===== config.mk =====
export PLATFORM = sky130hd
export DESIGN_NAME = noise_gate_calibrator
export DESIGN_NICKNAME = d
export VERILOG_FILES = /design/src/rtl/noise_gate_pkg.sv /design/src/rtl/energy_accumulator.sv /design/src/rtl/noise_gate_calibrator.sv
export SDC_FILE = /design/constraint.sdc
export NUM_CORES = 1
export LEC_CHECK = 0
export BUFFER_PORTS_ARGS = -buffer_cell sky130_fd_sc_hd__buf_2
export CAP_MARGIN = 20
export CORE_MARGIN = 1.5
export CORE_UTILIZATION = 49
export DETAILED_ROUTE_END_ITERATION = 10
export GPL_TIMING_DRIVEN = 1
export PLACE_DENSITY_LB_ADDON = 0.1
export SETUP_SLACK_MARGIN = 0.02
export SLEW_MARGIN = 0
export SYNTH_ARGS = -nofsm -noshare
export SYNTH_HDL_FRONTEND = slang
export SYNTH_SLANG_ARGS = --single-unit

===== constraint.sdc =====
create_clock -name clk -period 4.81 [get_ports clk]
set_input_delay 0 -clock clk [delete_from_list [all_inputs] [get_ports clk]]
set_output_delay 0 -clock clk [all_outputs]
set_load 0.05 [all_outputs]

===== src/rtl/noise_gate_pkg.sv =====
// Shared types and helpers for the noise gate calibrator: FSM state encoding
// and a saturating left shift used to build the gate thresholds.
package noise_gate_pkg;

    typedef enum logic {
        ST_CAL = 1'b0,
        ST_RUN = 1'b1
    } ng_state_e;

    // Shift val (a width-bit unsigned value) left by sh; all ones of width bits on overflow.
    function automatic logic [63:0] sat_shl(input logic [63:0] val,
                                            input int unsigned sh,
                                            input int unsigned width);
        logic [63:0] mask;
        logic [63:0] v;
        mask = (width >= 64) ? '1 : ((64'd1 << width) - 64'd1);
        v = val & mask;
        if (sh == 0) begin
            return v;
        end
        if (sh >= width) begin
            return (v != 64'd0) ? mask : 64'd0;
        end
        if ((v >> (width - sh)) != 64'd0) begin
            return mask;
        end
        return (v << sh) & mask;
    endfunction

endpackage


===== src/rtl/energy_accumulator.sv =====
// Squares signed samples and sums them over a 2^N block; the block length is
// chosen per mode (calibration or window) and done fires on the last sample.
module energy_accumulator #(
    parameter int DATA_WIDTH = 16,
    parameter int CAL_LOG2   = 10,
    parameter int WIN_LOG2   = 6
) (
    input  logic                      clk,
    input  logic                      reset,
    input  logic                      clear,
    input  logic                      in_valid,
    input  logic                      cal_mode,
    input  logic [DATA_WIDTH-1:0]     sample_in,
    output logic                      done,
    output logic [2*DATA_WIDTH-1:0]   mean
);
    localparam int EW   = 2 * DATA_WIDTH;
    localparam int NMAX = (CAL_LOG2 > WIN_LOG2) ? CAL_LOG2 : WIN_LOG2;
    localparam int CW   = (NMAX < 1) ? 1 : NMAX;
    localparam int AW   = EW + NMAX;
    localparam logic [CW-1:0] CAL_LAST = CW'((64'd1 << CAL_LOG2) - 64'd1);
    localparam logic [CW-1:0] WIN_LAST = CW'((64'd1 << WIN_LOG2) - 64'd1);

    logic signed [EW-1:0] sample_ext;
    logic [EW-1:0]        energy;
    logic [AW-1:0]        acc_q, acc_d;
    logic [AW-1:0]        sum;
    logic [AW-1:0]        shifted;
    logic [CW-1:0]        cnt_q, cnt_d;
    logic                 last;

    // Squaring at full 2*DATA_WIDTH keeps the most negative input exact.
    assign sample_ext = EW'($signed(sample_in));
    assign energy     = sample_ext * sample_ext;
    assign sum        = acc_q + AW'(energy);
    assign last       = (cnt_q == (cal_mode ? CAL_LAST : WIN_LAST));
    assign done       = in_valid && last && !clear;
    assign shifted    = cal_mode ? (sum >> CAL_LOG2) : (sum >> WIN_LOG2);
    assign mean       = EW'(shifted);

    always_comb begin
        acc_d = acc_q;
        cnt_d = cnt_q;
        if (clear || done) begin
            acc_d = '0;
            cnt_d = '0;
        end else if (in_valid) begin
            acc_d = sum;
            cnt_d = cnt_q + CW'(1);
        end
    end

    always_ff @(posedge clk or posedge reset) begin
        if (reset) begin
            acc_q <= '0;
            cnt_q <= '0;
        end else begin
            acc_q <= acc_d;
            cnt_q <= cnt_d;
        end
    end

endmodule


===== src/rtl/noise_gate_calibrator.sv =====
// Calibrates a mean-square noise floor, then gates windowed energy against it
// with hysteresis and emits holdoff-limited beat strobes.
module noise_gate_calibrator
    import noise_gate_pkg::*;
#(
    parameter int DATA_WIDTH  = 16,
    parameter int CAL_LOG2    = 10,
    parameter int WIN_LOG2    = 6,
    parameter int GATE_SHIFT  = 2,
    parameter int HOLDOFF_WIN = 4
) (
    input  logic                      clk,
    input  logic                      reset,
    input  logic                      recal_req,
    input  logic [DATA_WIDTH-1:0]     sample_in,
    input  logic                      sample_valid,
    output logic                      sample_ready,
    output logic                      calibrating,
    output logic [2*DATA_WIDTH-1:0]   noise_floor,
    output logic [2*DATA_WIDTH-1:0]   win_energy,
    output logic                      win_valid,
    input  logic                      win_ready,
    output logic                      gate_open,
    output logic                      beat_pulse
);
    localparam int EW = 2 * DATA_WIDTH;
    localparam int HW = (HOLDOFF_WIN < 1) ? 1 : $clog2(HOLDOFF_WIN + 1);
    localparam logic [HW-1:0] HOLD_LOAD = HW'(HOLDOFF_WIN);

    ng_state_e     state_q, state_d;
    logic [EW-1:0] noise_floor_q, noise_floor_d;
    logic [EW-1:0] win_energy_q, win_energy_d;
    logic          win_valid_q, win_valid_d;
    logic          gate_open_q, gate_open_d;
    logic          beat_pulse_q, beat_pulse_d;
    logic [HW-1:0] holdoff_q, holdoff_d;

    logic          accept;
    logic          acc_done;
    logic [EW-1:0] acc_mean;
    logic [EW-1:0] open_thr;
    logic [EW-1:0] close_thr;

    // Both ports use valid/ready: a transfer happens on an edge where both are
    // high, and a producer holds its payload steady while valid waits on ready.
    assign sample_ready = (state_q == ST_CAL) || !win_valid_q;
    assign accept       = sample_valid && sample_ready;

    assign open_thr  = EW'(sat_shl(64'(noise_floor_q), GATE_SHIFT, EW));
    assign close_thr = EW'(sat_shl(64'(noise_floor_q), GATE_SHIFT - 1, EW));

    energy_accumulator #(
        .DATA_WIDTH (DATA_WIDTH),
        .CAL_LOG2   (CAL_LOG2),
        .WIN_LOG2   (WIN_LOG2)
    ) u_acc (
        .clk       (clk),
        .reset     (reset),
        .clear     (recal_req),
        .in_valid  (accept),
        .cal_mode  (state_q == ST_CAL),
        .sample_in (sample_in),
        .done      (acc_done),
        .mean      (acc_mean)
    );

    always_comb begin
        state_d       = state_q;
        noise_floor_d = noise_floor_q;
        win_energy_d  = win_energy_q;
        win_valid_d   = win_valid_q;
        gate_open_d   = gate_open_q;
        beat_pulse_d  = 1'b0;
        holdoff_d     = holdoff_q;
        if (recal_req) begin
            state_d     = ST_CAL;
            win_valid_d = 1'b0;
            gate_open_d = 1'b0;
            holdoff_d   = '0;
        end else if (state_q == ST_CAL) begin
            win_valid_d = 1'b0;
            gate_open_d = 1'b0;
            if (acc_done) begin
                noise_floor_d = acc_mean;
                state_d       = ST_RUN;
            end
        end else begin
            if (win_valid_q && win_ready) begin
                win_valid_d = 1'b0;
            end
            if (acc_done) begin
                win_energy_d = acc_mean;
                win_valid_d  = 1'b1;
                if (acc_mean > open_thr) begin
                    gate_open_d = 1'b1;
                end else if (acc_mean < close_thr) begin
                    gate_open_d = 1'b0;
                end
                // A rising gate only counts as a beat once the holdoff has drained.
                if (gate_open_d && !gate_open_q && (holdoff_q == '0)) begin
                    beat_pulse_d = 1'b1;
                    holdoff_d    = HOLD_LOAD;
                end else if (holdoff_q != '0) begin
                    holdoff_d = holdoff_q - HW'(1);
                end
            end
        end
    end

    always_ff @(posedge clk or posedge reset) begin
        if (reset) begin
            state_q       <= ST_CAL;
            noise_floor_q <= '0;
            win_energy_q  <= '0;
            win_valid_q   <= 1'b0;
            gate_open_q   <= 1'b0;
            beat_pulse_q  <= 1'b0;
            holdoff_q     <= '0;
        end else begin
            state_q       <= state_d;
            noise_floor_q <= noise_floor_d;
            win_energy_q  <= win_energy_d;
            win_valid_q   <= win_valid_d;
            gate_open_q   <= gate_open_d;
            beat_pulse_q  <= beat_pulse_d;
            holdoff_q     <= holdoff_d;
        end
    end

    assign calibrating = (state_q == ST_CAL);
    assign noise_floor = noise_floor_q;
    assign win_energy  = win_energy_q;
    assign win_valid   = win_valid_q;
    assign gate_open   = gate_open_q;
    assign beat_pulse  = beat_pulse_q;

endmodule


==> results.yml, run 1 <==
critical_path:
  crit_path_start_kind: "primary input"
  cpPeakStageDelay_ps: 560
  cp_max_fo: 5
  slowest_stage: "fa_1"
  critPathTopFamily: "adder cells"
  cp.required_ps: 5170
  path_class: "primary input to register"
  crit_buf_inv: 10
  worstPathArrival_ps: 9460
  rrSetupSlack_ps: -650
  end_kind: "register"
die:
  die_h_um: 192
  coreArea_um2: 34800
  initial_core_util_pct: 50.1
  num_io_pins: 90
  dieArea_um2: 36700
  die_x_um: 192
  num_rows: 68
cells_and_area:
  final_common_cell: "buf_4"
  layout_common_cells: "buf_4, inv_1, nand2_1, fa_1, ha_1"
  diodes: 0
  final_cells: 2956
  syn_to_final_growth_pct: 39.1
  fin_nets: 2927
  drive_gt1_share_pct: 35.7
sta:
  finalHoldViolations: 0
  setup_slack_ps: -4280
  rsz0062_at_grt: "yes"
  min_period_ps: 9090
  maxSlewHeadroom_pct: 28.3
  maxSlewViolCount: 0
  fmax_ghz: 0.110
  period_share_pct: 189
  tightest_slew_ps: 1070
  fin_worst_skew_ps: 15.9
  setup_violations: 99
job:
  cap_violations: 0
global_routing:
  grt_max_degree: 72
  grt_first_pass_wirelength_um: 79100
  overflow: 0
  grt_antenna_before_repair: 0
  grt_pass1_vias: 16100
  grt_usage_pct: 27.2
hold_path:
  hp-class: "primary input to register"
placed_design:
  gp_congestion: 0.878
  io_buffers: 89
  placed_cells: 2835
  dp_slack_ps: -4850
  hpwl_um: 36800
logic_synthesis:
  synth_area_leaders: "fa_1, dfrtp_1, ha_1, inv_1, nand2_1"
  async_reset_ff_share_pct: 100
  synth_top_area_cell: "fa_1"
  synth_area_um2: 17400
  synth-edff-count: 0
  yosysUniqueCellTypes: 72
  yosys_most_used_dff: "dfrtp_1"
  synth.ff_latch_count: 123
  synth_top_area_share_pct: 27.5
  ys_warn_count: 0
  avgSynthCellArea_um2: 8.75
  syn-num-nets: 2430
  syn_inst: 1991
  seq_area_frac_synth_pct: 17.7
clocking:
  insertion_delay_ps: 440
  ctsLongestPathBuffers: 2
  cts.clk_slew.worst_paths_ps: 60
  cts_tree: "built"
  cts_sinks: 123
  root_buffer: "clkbuf_16"
  htreeDepth: 4
  cts_buffers: 17
routing:
  ant_nets: 0
  routed_wl_um: 48500
  firstDrtPassIters: 5
  via_count: 15400
  wl_per_cell_um: 16.4
  drc: 0
  drt_iter0_drc: 616
  viasPerCell: 5.22
outcome:
  violations: "setup timing"
  status: "finished with violations"
-- sequential cells by signal (all words and copies together) (netlist names) --
register and flops:
beat_pulse 1, gate_open 1, holdoff_q 3, noise_floor 32
state_q 1, u_acc.acc_q 42, u_acc.cnt_q 10, win_energy 32
win_valid 1
-- synthesized netlist by cell type (3+ instances only) --
library cell and n:
inv_1 353, a31oi_1 6, a21oi_1 106, and4_1 3, xor2_1 17, nor3_1 14, nor2_1 169, mux2_2 20
a221oi_1 3, a211oi_1 12, a211o_1 5, nor4_1 5, or3_1 6, nor2b_1 12, clkbuf_1 64, fa_1 239
xnor2_1 74, nand4_1 21, and3_1 10, buf_1 6, and2_1 49, ha_1 179, o21ai_0 80, or2_2 4
o21ai_1 3, mux2i_1 9, a21boi_0 5, nand2_1 261, a21o_1 34, dfrtp_1 123, o21bai_1 11, o21a_1 8
nand2b_1 13, nand3_1 19
-- cells by family after synthesis --
kind of cell | share of synthesized area (%)
XOR/XNOR | 4.58
AO/OA/AOI/OAI | 11.4
buffers and inverters | 9.14
multiplexers | 1.81
AND/OR/NAND/NOR | 15.0
flip-flops | 17.7
adder cells (fa/ha/maj) | 40.4
-- cell type report --
type	count	area, µm²
Clock buffer	18	429
Tap cell	455	569
Inverter	353	1330
Timing Repair Buffer	549	4310
Sequential cell	123	3080
Multi-Input combinational cell	1444	14300
Fill cell	2727	10600
Clock inverter	14	219
-- through the flow --
| stage | area [µm²] | setup TNS [ps] | utilization (%) | hold slack, ps |
|---|---|---|---|---|
| after floorplan | 18000 | -164390 | - | 232 |
| after global placement | 21500 | -231750 | 61.7 | 246 |
| after detailed placement | 21500 | -238480 | 61.7 | 262 |
| after CTS | 23400 | -184590 | 67.3 | 194 |
| after global routing | 24200 | -216940 | 69.6 | 246 |
| final | 24200 | -186180 | 69.6 | 204 |
-- repair_timing --
item / 4_1_cts / 5_1_grt
setup endpoints to repair: 104 / 103
gates resized for setup: 173 / 187
gates cloned: 0 / 1
hold buffers: 3 / 0
pin swaps: 101 / 80
setup buffers: 71 / 44
endpoints found under the hold margin: 76 / 0
-- path summary, 6_finish.rpt --
path                                             from                          end  cells past startpoint
max reg2reg                u_acc.acc_q[0]$_DFFE_PP0P_     holdoff_q[2]$_DFFE_PP0P_                     26
max                                     sample_in[15]     holdoff_q[2]$_DFFE_PP0P_                     47
min                                      sample_in[0]   u_acc.acc_q[0]$_DFFE_PP0P_                      5
max in group asynchronous                       reset  u_acc.acc_q[20]$_DFFE_PP0P_                      4
min in group asynchronous                       reset   win_energy[29]$_DFFE_PP0P_                      3
min reg2reg                win_energy[15]$_DFFE_PP0P_   win_energy[15]$_DFFE_PP0P_                      2
-- worst min-delay path: cells and delay by family --
| family | cells | cell delay (ps) |
|---|---|---|
| and+or+nand+nor | 1 | 40 |
| buffers and inverters | 2 | 280 |
| adders and majority gates | 1 | 150 |
| AOI/OAI and AO/OA | 1 | 120 |
-- routing by layer --
layer  track usage, %  part of all wire [%]  routed length [µm]
met5                0                     0                   0
met3             3.30                   3.1                1490
met2             47.6                    52               25100
met4             7.57                   2.8                1350
met1             35.6                    42               20500
Power of run 1 is not shown: default switching activity piles up to over one toggle a cycle in this logic, so the estimate is an artifact.
==> run 2, diff against run 1 <==
- SYNTH_HIERARCHICAL: default -> 1
==> run 2 against run 1 <==
Largest cell class unchanged. Critical endpoint is now gate_open$_DFFE_PP0P_. Non-clock buffer count up 2. Register-to-register slack better by 900 ps. Area after synthesis rose by 4.4%. Flip-flop and latch count did not move. The run still ends with setup timing left. Die area up 4.3%. Clock skew down 7.5 ps.
==> results.yml, run 2 <==
logic_synthesis:
  async_reset_ff_share_pct: 100
  syn_inst: 1997
  yosysUniqueCellTypes: 86
  synth-edff-count: 0
  syn-num-nets: 2446
  synth_commonest_cells: "inv_1, fa_1, nor2_1"
  synth.ff_latch_count: 123
  seq_area_frac_synth_pct: 16.9
  synth_area_leaders: "fa_1, dfrtp_1, ha_1, inv_1, mux2_2"
  synth_top_area_cell: "fa_1"
  yosys_most_used_dff: "dfrtp_1"
  ys_warn_count: 6
  synth_area_um2: 18200
  synth_top_area_share_pct: 26.1
  avgSynthCellArea_um2: 9.11
  yosysMostFrequentCell: "inv_1"
sta:
  setup_violations: 102
  min_period_ps: 8480
  finalHoldViolations: 0
  maxSlewViolCount: 0
  maxSlewHeadroom_pct: 27.1
  hold_ws_ps: 305
  fin_worst_skew_ps: 8.43
  period_share_pct: 176
  setup_slack_ps: -3670
  rsz0062_at_grt: "yes"
  tightest_slew_ps: 1090
  fmax_ghz: 0.118
clocking:
  cts_tree: "built"
  cts_buffers: 17
  cts_sinks: 123
  ctsLongestPathBuffers: 2
  root_buffer: "clkbuf_16"
  insertion_delay_ps: 430
  htreeDepth: 4
  cts.clk_slew.worst_paths_ps: 60
die:
  num_io_pins: 90
  dieArea_um2: 38300
  coreArea_um2: 36600
  die_h_um: 196
  die_x_um: 196
  num_rows: 70
  initial_core_util_pct: 49.7
placed_design:
  io_buffers: 89
  gp_congestion: 0.898
  hpwl_um: 39400
  dp_slack_ps: -4240
cells_and_area:
  fin_nets: 2951
  diodes: 0
  final_common_cell: "buf_4"
  syn_to_final_growth_pct: 40.3
  n_fill_cell: 2707
  regMostFlops: "u_acc/acc_q"
  layout_common_cells: "buf_4, inv_1, fa_1, nor2_1, ha_1"
  largest_register_ffs: 42
  regArea_um2: 3080
  multi_input_area_um2: 15500
  drive_gt1_share_pct: 41.0
outcome:
  violations: "setup timing"
  status: "finished with violations"
routing:
  routed_wl_um: 51500
  drt_iter0_drc: 668
  wl_per_cell_um: 17.3
  viasPerCell: 5.31
  ant_nets: 0
  firstDrtPassIters: 5
  via_count: 15800
  drc: 0
critical_path:
  cpPeakStageDelay_ps: 540
  cp.required_ps: 5110
  path_class: "primary input to register"
  cp_max_fo: 6
  worstPathArrival_ps: 8780
  critPathTopFamily: "adder cells"
  slowest_stage: "fa_1"
  end_kind: "register"
  crit_path_start_kind: "primary input"
  crit_buf_inv: 9
  rrSetupSlack_ps: 250
hold_path:
  hp-class: "primary input to register"
global_routing:
  overflow: 0
  grt_pass1_vias: 16900
  grt_antenna_before_repair: 0
  grt_first_pass_wirelength_um: 84800
  grt_max_degree: 72
  grt_usage_pct: 27.5
job:
  cap_violations: 0
==> run 2: cells by family after synthesis <==
family	count (synthesis)	synth area share, %
AO/OA/AOI/OAI	281	10.9
XOR/XNOR	93	4.48
adder cells (fa/ha/maj)	428	39.2
buffers and inverters	439	9.27
flip-flops	123	16.9
multiplexers	96	5.76
AND/OR/NAND/NOR	537	13.5
==> run 2: routing by layer <==
layer / vias to the layer above / share of wire [%] / track usage (%)
met5: - / 0 / 0
met1: 7908 / 44 / 36.6
met2: 352 / 51 / 48.0
met3: 90 / 3.2 / 2.22
li1: 7482 / - / -
met4: 0 / 2.2 / 8.12
==> run 2: what timing repair did <==
item / 4_1_cts / 5_1_grt
gates cloned: 1 / 0
pin swaps: 127 / 142
endpoints found under the hold margin: 127 / 0
gates resized for setup: 251 / 136
hold buffers: 4 / 0
setup endpoints to repair: 104 / 104
buffers inserted: 60 / 32
==> run 2: area by class of cell <==
type	instances	area share [%]
clock inverter	13	0.500
timing repair buffer	551	17.1
inverter	374	5.61
tap	468	2.30
sequential	123	12.1
clock buffer	19	1.70
multi-input combinational	1435	60.7
==> run 2: final timing paths <==
kind                                                  from                          to  cells past startpoint
worst min-delay path                          sample_in[0]  u_acc/acc_q[0]$_DFFE_PP0P_                      6
max in group asynchronous                            reset  win_energy[10]$_DFFE_PP0P_                      4
min in group asynchronous                            reset  u_acc/cnt_q[2]$_DFFE_PP0P_                      4
worst max register to register  u_acc/acc_q[0]$_DFFE_PP0P_       gate_open$_DFFE_PP0P_                     16
worst min register to register   win_energy[0]$_DFFE_PP0P_   win_energy[0]$_DFFE_PP0P_                      2
worst max-delay path                         sample_in[14]       gate_open$_DFFE_PP0P_                     38
==> run 2: per-stage QoR <==
| step | utilization [%] | cell area [µm²] | std cells | TNS [ps] |
|---|---|---|---|---|
| after floorplan | - | 19200 | 1997 | -177120 |
| after global placement | 61.6 | 22600 | 2864 | -258190 |
| after detailed placement | 61.6 | 22600 | 2864 | -267430 |
| after CTS | 67.4 | 24700 | 2956 | -201050 |
| after global routing | 69.7 | 25500 | 2983 | -228180 |
| final | 69.7 | 25500 | 2983 | -206420 |
==> run 2: tightest hold or removal path, delay by kind of cell <==
kind,cells,cell delay (ps)
buffers and inverters,3,420
adder cells (fa/ha/maj),1,130
AND/OR/NAND/NOR,1,80
multiplexers,1,60
Power of run 2 is left out for the same reason.
==> run 3, diff against run 2 <==
- CELL_PAD_IN_SITES_DETAIL_PLACEMENT: default -> 1
- CELL_PAD_IN_SITES_GLOBAL_PLACEMENT: default -> 1
- CORE_UTILIZATION: 49 -> 45
==> run 3 against run 2 <==
Critical path depth grew 2. Register-to-register slack got worse by 110 ps. Worst setup slack lost 240 ps. Largest cell class unchanged. Clock skew up 1.3 ps. Wire length up 28%. Via count increased by 4.5%. Core utilization is 6.1 points lower. Hold slack got worse by 230 ps. Fmax fell by 2.8%. Sequential share of layout area rose by 0.095 points. Critical endpoint is now holdoff_q[2]$_DFFE_PP0P_. Global-route usage up 3.1 points. Final cell count is 1.0% higher. The flow still finishes with violations (setup timing).
==> results.yml, run 3 (same netlist as run 2, synthesis figures left out) <==
sta:
  min_period_ps: 8730
  maxSlewViolCount: 0
  hold_ws_ps: 79.8
  finalHoldViolations: 0
  fmax_ghz: 0.115
  setup_violations: 102
  rsz0062_at_grt: "yes"
  period_share_pct: 181
  maxSlewHeadroom_pct: 16.5
  tightest_slew_ps: 1250
  setup_slack_ps: -3920
  fin_worst_skew_ps: 9.73
  setup_tns_ps: -229880
placed_design:
  hpwl_um: 46400
  gp_congestion: 0.924
  place_area_um2: 22600
  io_buffers: 89
clocking:
  cts_buffers: 17
  cts.clk_slew.worst_paths_ps: 60
  cts_tree: "built"
  ctsLongestPathBuffers: 2
  cts_sinks: 123
  root_buffer: "clkbuf_16"
  insertion_delay_ps: 450
  htreeDepth: 4
global_routing:
  grt_pass1_vias: 18900
  use_met2_pct: 57.6
  grt_busiest_layer: "met2"
  grt_max_degree: 72
  grt_util_met1_pct: 36.3
  grt_first_pass_wirelength_um: 99800
  grt_usage_pct: 30.5
  overflow: 0
  grt_antenna_before_repair: 0
  gr-usage-met3_pct: 3.25
die:
  num_io_pins: 90
  initial_core_util_pct: 45.7
  num_rows: 73
  dieArea_um2: 41600
  coreArea_um2: 39800
  die_x_um: 204
  die_h_um: 204
critical_path:
  path_class: "primary input to register"
  crit_start: "sample_in[5]"
  reg2reg_from: "u_acc/acc_q[9]$_DFFE_PP0P_"
  cp.required_ps: 5160
  cp_max_fo: 6
  cpPeakStageDelay_ps: 550
  worstPathArrival_ps: 9080
  crit_path_start_kind: "primary input"
  cp_common_cell: "fa_1"
  end_kind: "register"
  slowest_stage: "fa_1"
cells_and_area:
  largest_register_ffs: 42
  diodes: 0
  final_common_cell: "buf_4"
  fin_nets: 2924
  syn_to_final_growth_pct: 39.2
  drive_gt1_share_pct: 39.8
  fin_area_um2: 25300
  layout_common_cells: "buf_4, inv_1, fa_1, nor2_1, ha_1"
  regMostFlops: "u_acc/acc_q"
job:
  cap_violations: 0
routing:
  routed_wl_um: 65800
  firstDrtPassIters: 5
  via_count: 16500
  drt_iter0_drc: 657
  ant_nets: 0
  viasPerCell: 5.49
  drc: 0
  wl_per_cell_um: 21.8
outcome:
  status: "finished with violations"
  violations: "setup timing"
hold_path:
  hp-class: "primary input to register"
  min-delay-start: "sample_valid"
run 3: through the flow:
step                worst slack (ps)  cells  util, %
floorplan                      -3490   1997        -
global placement               -4350   2915     56.8
detailed placement             -4570   2915     56.8
CTS                            -3720   2984     61.5
global route                   -4140   3013     63.6
finish                         -3920   3013     63.6
run 3: path summary, 6_finish.rpt:
kind	to	slack, ps	cells after the start
max in group asynchronous	noise_floor[7]$_DFFE_PP0P_	3800	4
max	holdoff_q[2]$_DFFE_PP0P_	-3920	40
min reg2reg	win_energy[0]$_DFFE_PP0P_	500	2
max reg2reg	gate_open$_DFFE_PP0P_	140	16
min	u_acc/cnt_q[2]$_DFFE_PP0P_	80	5
min in group asynchronous	u_acc/cnt_q[5]$_DFFE_PP0P_	340	4
run 3: routing by layer:
metal | part of all wire, % | vias up
met5 | 0 | -
met2 | 53 | 411
li1 | - | 7428
met1 | 39 | 8522
met4 | 4.2 | 0
met3 | 3.3 | 178
run 3: final cells by class:
class / count / area [µm²]
clock inverters: 11 / 140
multi-input cells: 1435 / 15400
inverters: 374 / 1420
fillers: 4439 / 14500
clock buffers: 21 / 470
flip-flops and latches: 123 / 3080
well taps: 525 / 657
repair buffers: 524 / 4100
run 3: critical path, delay by kind of cell:
family	cells	cell delay, ps
compound gates	10	2330
xor+xnor	1	110
fa+ha+maj	9	3920
buf+inv	11	1350
simple gates	9	1370
run 3: repair_timing:
| item | CTS | global route |
|---|---|---|
| cloned | 1 | 0 |
| endpoints found under the setup margin | 104 | 104 |
| buffers inserted | 35 | 34 |
| endpoints found under the hold margin | 126 | 0 |
| resized for setup | 202 | 135 |
| pin swaps | 106 | 115 |
| hold buffers | 3 | 0 |
Power of run 3 is left out for the same reason.
